<file path="config.mk">
export PLATFORM = sky130hd
export DESIGN_NAME = svc_mem_sram_ldst
export DESIGN_NICKNAME = d
export VERILOG_FILES = /design/src/rtl/svc_mem_sram_ldst.sv
export SDC_FILE = /design/constraint.sdc
export NUM_CORES = 1
export LEC_CHECK = 0
export ABC_AREA = 1
export CORE_MARGIN = 1.5
export CORE_UTILIZATION = 44
export CTS_BUF_LIST = sky130_fd_sc_hd__clkbuf_2 sky130_fd_sc_hd__clkbuf_4 sky130_fd_sc_hd__clkbuf_8
export CTS_CLUSTER_DIAMETER = 100
export CTS_CLUSTER_SIZE = 30
export DETAILED_ROUTE_END_ITERATION = 8
export HOLD_SLACK_MARGIN = 0.05
export PLACE_DENSITY = 0.85
export RECOVER_POWER = 100
export SLEW_MARGIN = 20
export SYNTH_ARGS = -nofsm -noshare
export SYNTH_HDL_FRONTEND = slang
export SYNTH_SLANG_ARGS = --single-unit
export TNS_END_PERCENT = 1
</file>
<file path="constraint.sdc">
create_clock -name clk -period 2.2 [get_ports clk]
set_clock_uncertainty 0.2 [all_clocks]
set_input_delay 0.66 -clock clk [delete_from_list [all_inputs] [get_ports clk]]
set_output_delay 0.66 -clock clk [all_outputs]
set_load 0.02 [all_outputs]
</file>
<file path="src/rtl/svc_mem_sram_ldst.sv">
// svc_mem_sram_ldst: two-stage load/store front end for a zero-latency SRAM.
//
// S1 (issue) holds one accepted request and drives the SRAM for one cycle.
// S2 (response) holds one response until the consumer takes it.
// An accepted request produces its response one edge after acceptance.
//
// Ports:
//   clk, rst_n                  clock, asynchronous active-low reset
//   req_valid/req_ready         request handshake
//   req_write                   1 = store, 0 = load
//   req_addr, req_size          byte address; size 00 byte, 01 half, 10 word, 11 illegal
//   req_signed                  sign-extend loads
//   req_wdata                   right-justified store data
//   rsp_valid/rsp_ready         response handshake
//   rsp_rdata, rsp_err          extended load data (0 for stores/errors), error flag
//   sram_rd_addr, sram_rd_data  word-aligned combinational read port
//   sram_wr_*                   word-aligned strobed write port
module svc_mem_sram_ldst #(
  parameter int unsigned AW = 32
) (
  input  logic          clk,
  input  logic          rst_n,
  input  logic          req_valid,
  output logic          req_ready,
  input  logic          req_write,
  input  logic [AW-1:0] req_addr,
  input  logic [1:0]    req_size,
  input  logic          req_signed,
  input  logic [31:0]   req_wdata,
  output logic          rsp_valid,
  input  logic          rsp_ready,
  output logic [31:0]   rsp_rdata,
  output logic          rsp_err,
  output logic [AW-1:0] sram_rd_addr,
  input  logic [31:0]   sram_rd_data,
  output logic [AW-1:0] sram_wr_addr,
  output logic [31:0]   sram_wr_data,
  output logic [3:0]    sram_wr_strb,
  output logic          sram_wr_en
);

  // Issue stage
  logic          s1_valid_q, s1_valid_d;
  logic          s1_write_q, s1_write_d;
  logic [AW-1:0] s1_addr_q, s1_addr_d;
  logic [1:0]    s1_size_q, s1_size_d;
  logic          s1_signed_q, s1_signed_d;
  logic [31:0]   s1_wdata_q, s1_wdata_d;
  logic          s1_err_q, s1_err_d;

  // Response stage
  logic          s2_valid_q, s2_valid_d;
  logic [31:0]   s2_rdata_q, s2_rdata_d;
  logic          s2_err_q, s2_err_d;

  logic          s1_advance;
  logic          req_err;
  logic          req_fire;
  logic [31:0]   rd_shifted;
  logic [31:0]   load_data;

  assign s1_advance = s1_valid_q && (!s2_valid_q || rsp_ready);
  assign req_ready  = !s1_valid_q || s1_advance;
  assign req_fire   = req_valid && req_ready;

  always_comb begin
    req_err = 1'b0;
    unique case (req_size)
      2'b00:   req_err = 1'b0;
      2'b01:   req_err = req_addr[0];
      2'b10:   req_err = (req_addr[1:0] != 2'b00);
      default: req_err = 1'b1;
    endcase
  end

  // Bring the addressed lane down to bit 0, then extend by size.
  assign rd_shifted = sram_rd_data >> {s1_addr_q[1:0], 3'b000};

  always_comb begin
    load_data = 32'h0;
    unique case (s1_size_q)
      2'b00:   load_data = {{24{s1_signed_q & rd_shifted[7]}}, rd_shifted[7:0]};
      2'b01:   load_data = {{16{s1_signed_q & rd_shifted[15]}}, rd_shifted[15:0]};
      2'b10:   load_data = sram_rd_data;
      default: load_data = 32'h0;
    endcase
  end

  always_comb begin
    s1_valid_d  = s1_valid_q;
    s1_write_d  = s1_write_q;
    s1_addr_d   = s1_addr_q;
    s1_size_d   = s1_size_q;
    s1_signed_d = s1_signed_q;
    s1_wdata_d  = s1_wdata_q;
    s1_err_d    = s1_err_q;
    if (req_ready) begin
      s1_valid_d = req_valid;
    end
    if (req_fire) begin
      s1_write_d  = req_write;
      s1_addr_d   = req_addr;
      s1_size_d   = req_size;
      s1_signed_d = req_signed;
      s1_wdata_d  = req_wdata;
      s1_err_d    = req_err;
    end
  end

  always_comb begin
    s2_valid_d = s2_valid_q;
    s2_rdata_d = s2_rdata_q;
    s2_err_d   = s2_err_q;
    if (s1_advance) begin
      s2_valid_d = 1'b1;
      s2_err_d   = s1_err_q;
      s2_rdata_d = (s1_write_q || s1_err_q) ? 32'h0 : load_data;
    end else if (rsp_ready) begin
      s2_valid_d = 1'b0;
    end
  end

  always_ff @(posedge clk or negedge rst_n) begin
    if (!rst_n) begin
      s1_valid_q  <= 1'b0;
      s1_write_q  <= 1'b0;
      s1_addr_q   <= '0;
      s1_size_q   <= 2'b00;
      s1_signed_q <= 1'b0;
      s1_wdata_q  <= 32'h0;
      s1_err_q    <= 1'b0;
      s2_valid_q  <= 1'b0;
      s2_rdata_q  <= 32'h0;
      s2_err_q    <= 1'b0;
    end else begin
      s1_valid_q  <= s1_valid_d;
      s1_write_q  <= s1_write_d;
      s1_addr_q   <= s1_addr_d;
      s1_size_q   <= s1_size_d;
      s1_signed_q <= s1_signed_d;
      s1_wdata_q  <= s1_wdata_d;
      s1_err_q    <= s1_err_d;
      s2_valid_q  <= s2_valid_d;
      s2_rdata_q  <= s2_rdata_d;
      s2_err_q    <= s2_err_d;
    end
  end

  assign sram_rd_addr = {s1_addr_q[AW-1:2], 2'b00};
  assign sram_wr_addr = {s1_addr_q[AW-1:2], 2'b00};
  // Write only on the advance edge so a stalled store cannot write twice.
  assign sram_wr_en   = s1_valid_q && s1_write_q && !s1_err_q && s1_advance;

  always_comb begin
    sram_wr_strb = 4'b0000;
    sram_wr_data = 32'h0;
    if (s1_valid_q) begin
      unique case (s1_size_q)
        2'b00: begin
          sram_wr_strb = 4'b0001 << s1_addr_q[1:0];
          sram_wr_data = {4{s1_wdata_q[7:0]}};
        end
        2'b01: begin
          sram_wr_strb = s1_addr_q[1] ? 4'b1100 : 4'b0011;
          sram_wr_data = {2{s1_wdata_q[15:0]}};
        end
        2'b10: begin
          sram_wr_strb = 4'b1111;
          sram_wr_data = s1_wdata_q;
        end
        default: begin
          sram_wr_strb = 4'b0000;
          sram_wr_data = 32'h0;
        end
      endcase
    end
  end

  assign rsp_valid = s2_valid_q;
  assign rsp_rdata = s2_rdata_q;
  assign rsp_err   = s2_err_q;

endmodule

</file>
==> flow_summary.toml <==
[sta]
fin_crit_sh = 1.15
tightest_slew_ns = 0.709
fmax_ghz = 0.395
grt_setup_unrepaired = "true"
slew-limit-headroom = 0.527
final-setup-viol-count = 61
period_needed_ns = 2.53
timing.final.hold_violations = 0
drv_slew = 0
finalWorstSetupSlack_ns = -0.329

[floorplan]
coreArea_sq_um = 12600
rows = 41
die_w_microns = 116
initial_core_util = 0.448
io-pin-count = 240
die_area_sq_um = 13500
die_y_microns = 116

[route]
drt_iter0_drc = 654
ant_nets = 0
dr.pass1.iters = 6
post-route-drc-count = 0
wire_per_inst_microns = 14.8
routed_wl_microns = 17200
vias = 5744
vias_per_cell = 4.93

[synth]
ys_seq_area_frac = 0.462
syn_inst = 791
syn_area_per_cell_sq_um = 7.12
yosysWarnings = 0
synth_seq_cells = 104
ys_types = 24
syn_area_sq_um = 5630

[placement]
place_ws_ns = -0.836
numPlacedInstances = 1148
portBuffers = 235
dp_hpwl_microns = 12600
gp_congestion = 0.897

[clocking]
cts_max_path_buffers = 2
clk_pin_slew_ns = 0.09
clkLatencyLatePin_ns = 0.38
cts_root_buf = "clkbuf_8"
htreeDepth = 3
cts_tree = "built"
cts.sinks = 104
numCtsBuffers = 9

[worst_setup_path]
critPathCaptureType = "output pin"
rr_endpoint = "rsp_rdata[10]"
path_class = "reg -> out"
rrSetupSlack_ns = 0.08
reg2reg_from = "s1_valid_q"
crit_arrival_ns = 1.67
rr_worst_depth = 9
startpoint_type = "register"
critPathMaxFanout = 5
critical_path_required_ns = 1.34

[min_path]
hold_path_end = "rsp_rdata[27]"
hold_class = "reg -> reg"
min_from = "rsp_rdata[27]"
worstHoldPathCells = 2

[grt]
grt_start_max_net_pins = 47
grt_pass1_wl_microns = 26000
grt_overflow_total = 0
antenna_found_initial = 0
grtUsageTotal = 0.251
grt_pass1_vias = 5319

[layout]
final_cell_mix = "nand2_1 (411), dfrtp_1 (104), clkdlybuf4s50_1 (101), dlygate4sd2_1 (95), buf_4 (59)"
area_growth_syn_to_layout_pct = 44.5
regArea_sq_um = 2600
multi_input_area_sq_um = 2350
drive_above_1_share = 0.134
final_common_cell = "nand2_1"
final_core_util = 0.648
n_antenna_cell = 0
fill_cells = 1114
nets = 1094
final_cells = 1166

[power]
ir_drop_mv = 0.492
p_per_area_nw_per_um2 = 754
p_leak_nw = 4.53

[outcome]
run_status = "finished, violations left"
violations = "negative setup slack"

[run]
cap_violations = 0
-- power by group --
group / switching [mW] / leakage, nW / total [mW] / internal, mW
Combinational: 1.48 / 3.12 / 2.51 / 1.03
Clock: 0.648 / 0.0993 / 1.22 / 0.576
Sequential: 0.213 / 1.32 / 2.41 / 2.19
-- layer usage --
| metal | vias up | GRT usage | share of wire |
|---|---|---|---|
| li1 | 2749 | - | - |
| met1 | 2630 | 0.296 | 0.37 |
| met2 | 313 | 0.435 | 0.49 |
| met3 | 52 | 0.0524 | 0.093 |
| met4 | 0 | 0.126 | 0.039 |
| met5 | - | 0 | 0 |
-- synth_stat cells --
cell type,count,area share
buf_2,16,0.014
nor2_2,2,0.0022
o31ai_1,1,0.0013
dfrtp_1,104,0.46
nand3_1,37,0.033
clkbuf_1,9,0.0060
buf_4,67,0.089
a21oi_1,19,0.017
nand2_1,413,0.28
a21boi_0,1,0.0013
o211ai_1,7,0.0093
nor3_1,2,0.0018
nor3_4,1,0.0029
nand2_2,4,0.0044
inv_1,39,0.026
inv_2,4,0.0027
o21ai_0,25,0.022
mux2_2,1,0.0020
clkinv_2,1,0.00089
clkinv_1,2,0.0013
nand3_2,1,0.0018
nor2_1,29,0.019
buf_1,5,0.0033
conb_1,1,0.00067
-- worst max path at each step --
| stage | start | to | slack (ns) | cells after the start |
|---|---|---|---|---|
| after floorplan | rsp_ready | sram_wr_en | 0.006 | 5 |
| after global placement | rsp_ready | sram_wr_en | -0.85 | 6 |
| after detailed placement | rsp_ready | sram_wr_en | -0.84 | 6 |
| after CTS | s1_size_q[1] | sram_wr_data[25] | -0.31 | 8 |
| after global routing | s1_size_q[1] | sram_wr_data[12] | -0.40 | 8 |
| final | s1_size_q[1] | sram_wr_strb[3] | -0.33 | 6 |
-- cells by family after synthesis --
group,synth area share
mux,0.00200
flops,0.462
buf+inv,0.144
simple gates,0.341
other cells,0.000666
compound gates,0.0511
-- sequential cells by signal, summed over array words and instances (netlist names) --
register / count
rsp_err: 1
rsp_rdata: 32
rsp_valid: 1
s1_addr_q: 32
s1_err_q: 1
s1_signed_q: 1
s1_size_q: 2
s1_valid_q: 1
s1_wdata_q: 32
s1_write_q: 1
-- layout make-up --
cell class,count,share of cell area
timing repair buffer,282,0.319
sequential,104,0.320
tap,172,0.0264
clock buffer,12,0.0188
inverter,46,0.0221
multi-input combinational,547,0.289
clock inverter,3,0.00523
-- critical path, cell delays in order, from the launching register on --
cell and delay [ns]:
dfrtp_1 0.43, buf_4 0.17, nor2_4 0.05, nor3_2 0.20, a21oi_1 0.06, nor2_1 0.19
buf_4 0.19
-- stage by stage --
stage | setup TNS (ns) | total power, mW | instance area (sq um) | hold WS, ns
global placement | -25.73 | 5.06 | 8050 | 0.260
floorplan | 0 | 3.91 | 5660 | 0.164
detailed placement | -27.84 | 5.10 | 8050 | 0.265
CTS | -7.95 | 6.16 | 8140 | 0.287
global route | -17.12 | 6.47 | 8140 | 0.309
finish | -8.77 | 6.14 | 8140 | 0.282
-- repair_timing --
| item | 4_1_cts | 5_1_grt |
|---|---|---|
| pin swaps | 2 | 1 |
| buffers inserted | 0 | 2 |
| resized for setup | 312 | 17 |
| endpoints found under the setup margin | 132 | 37 |
| hold buffers | 1 | 0 |
| hold endpoints to repair | 20 | 0 |
Power figures use the tool's default switching activity.
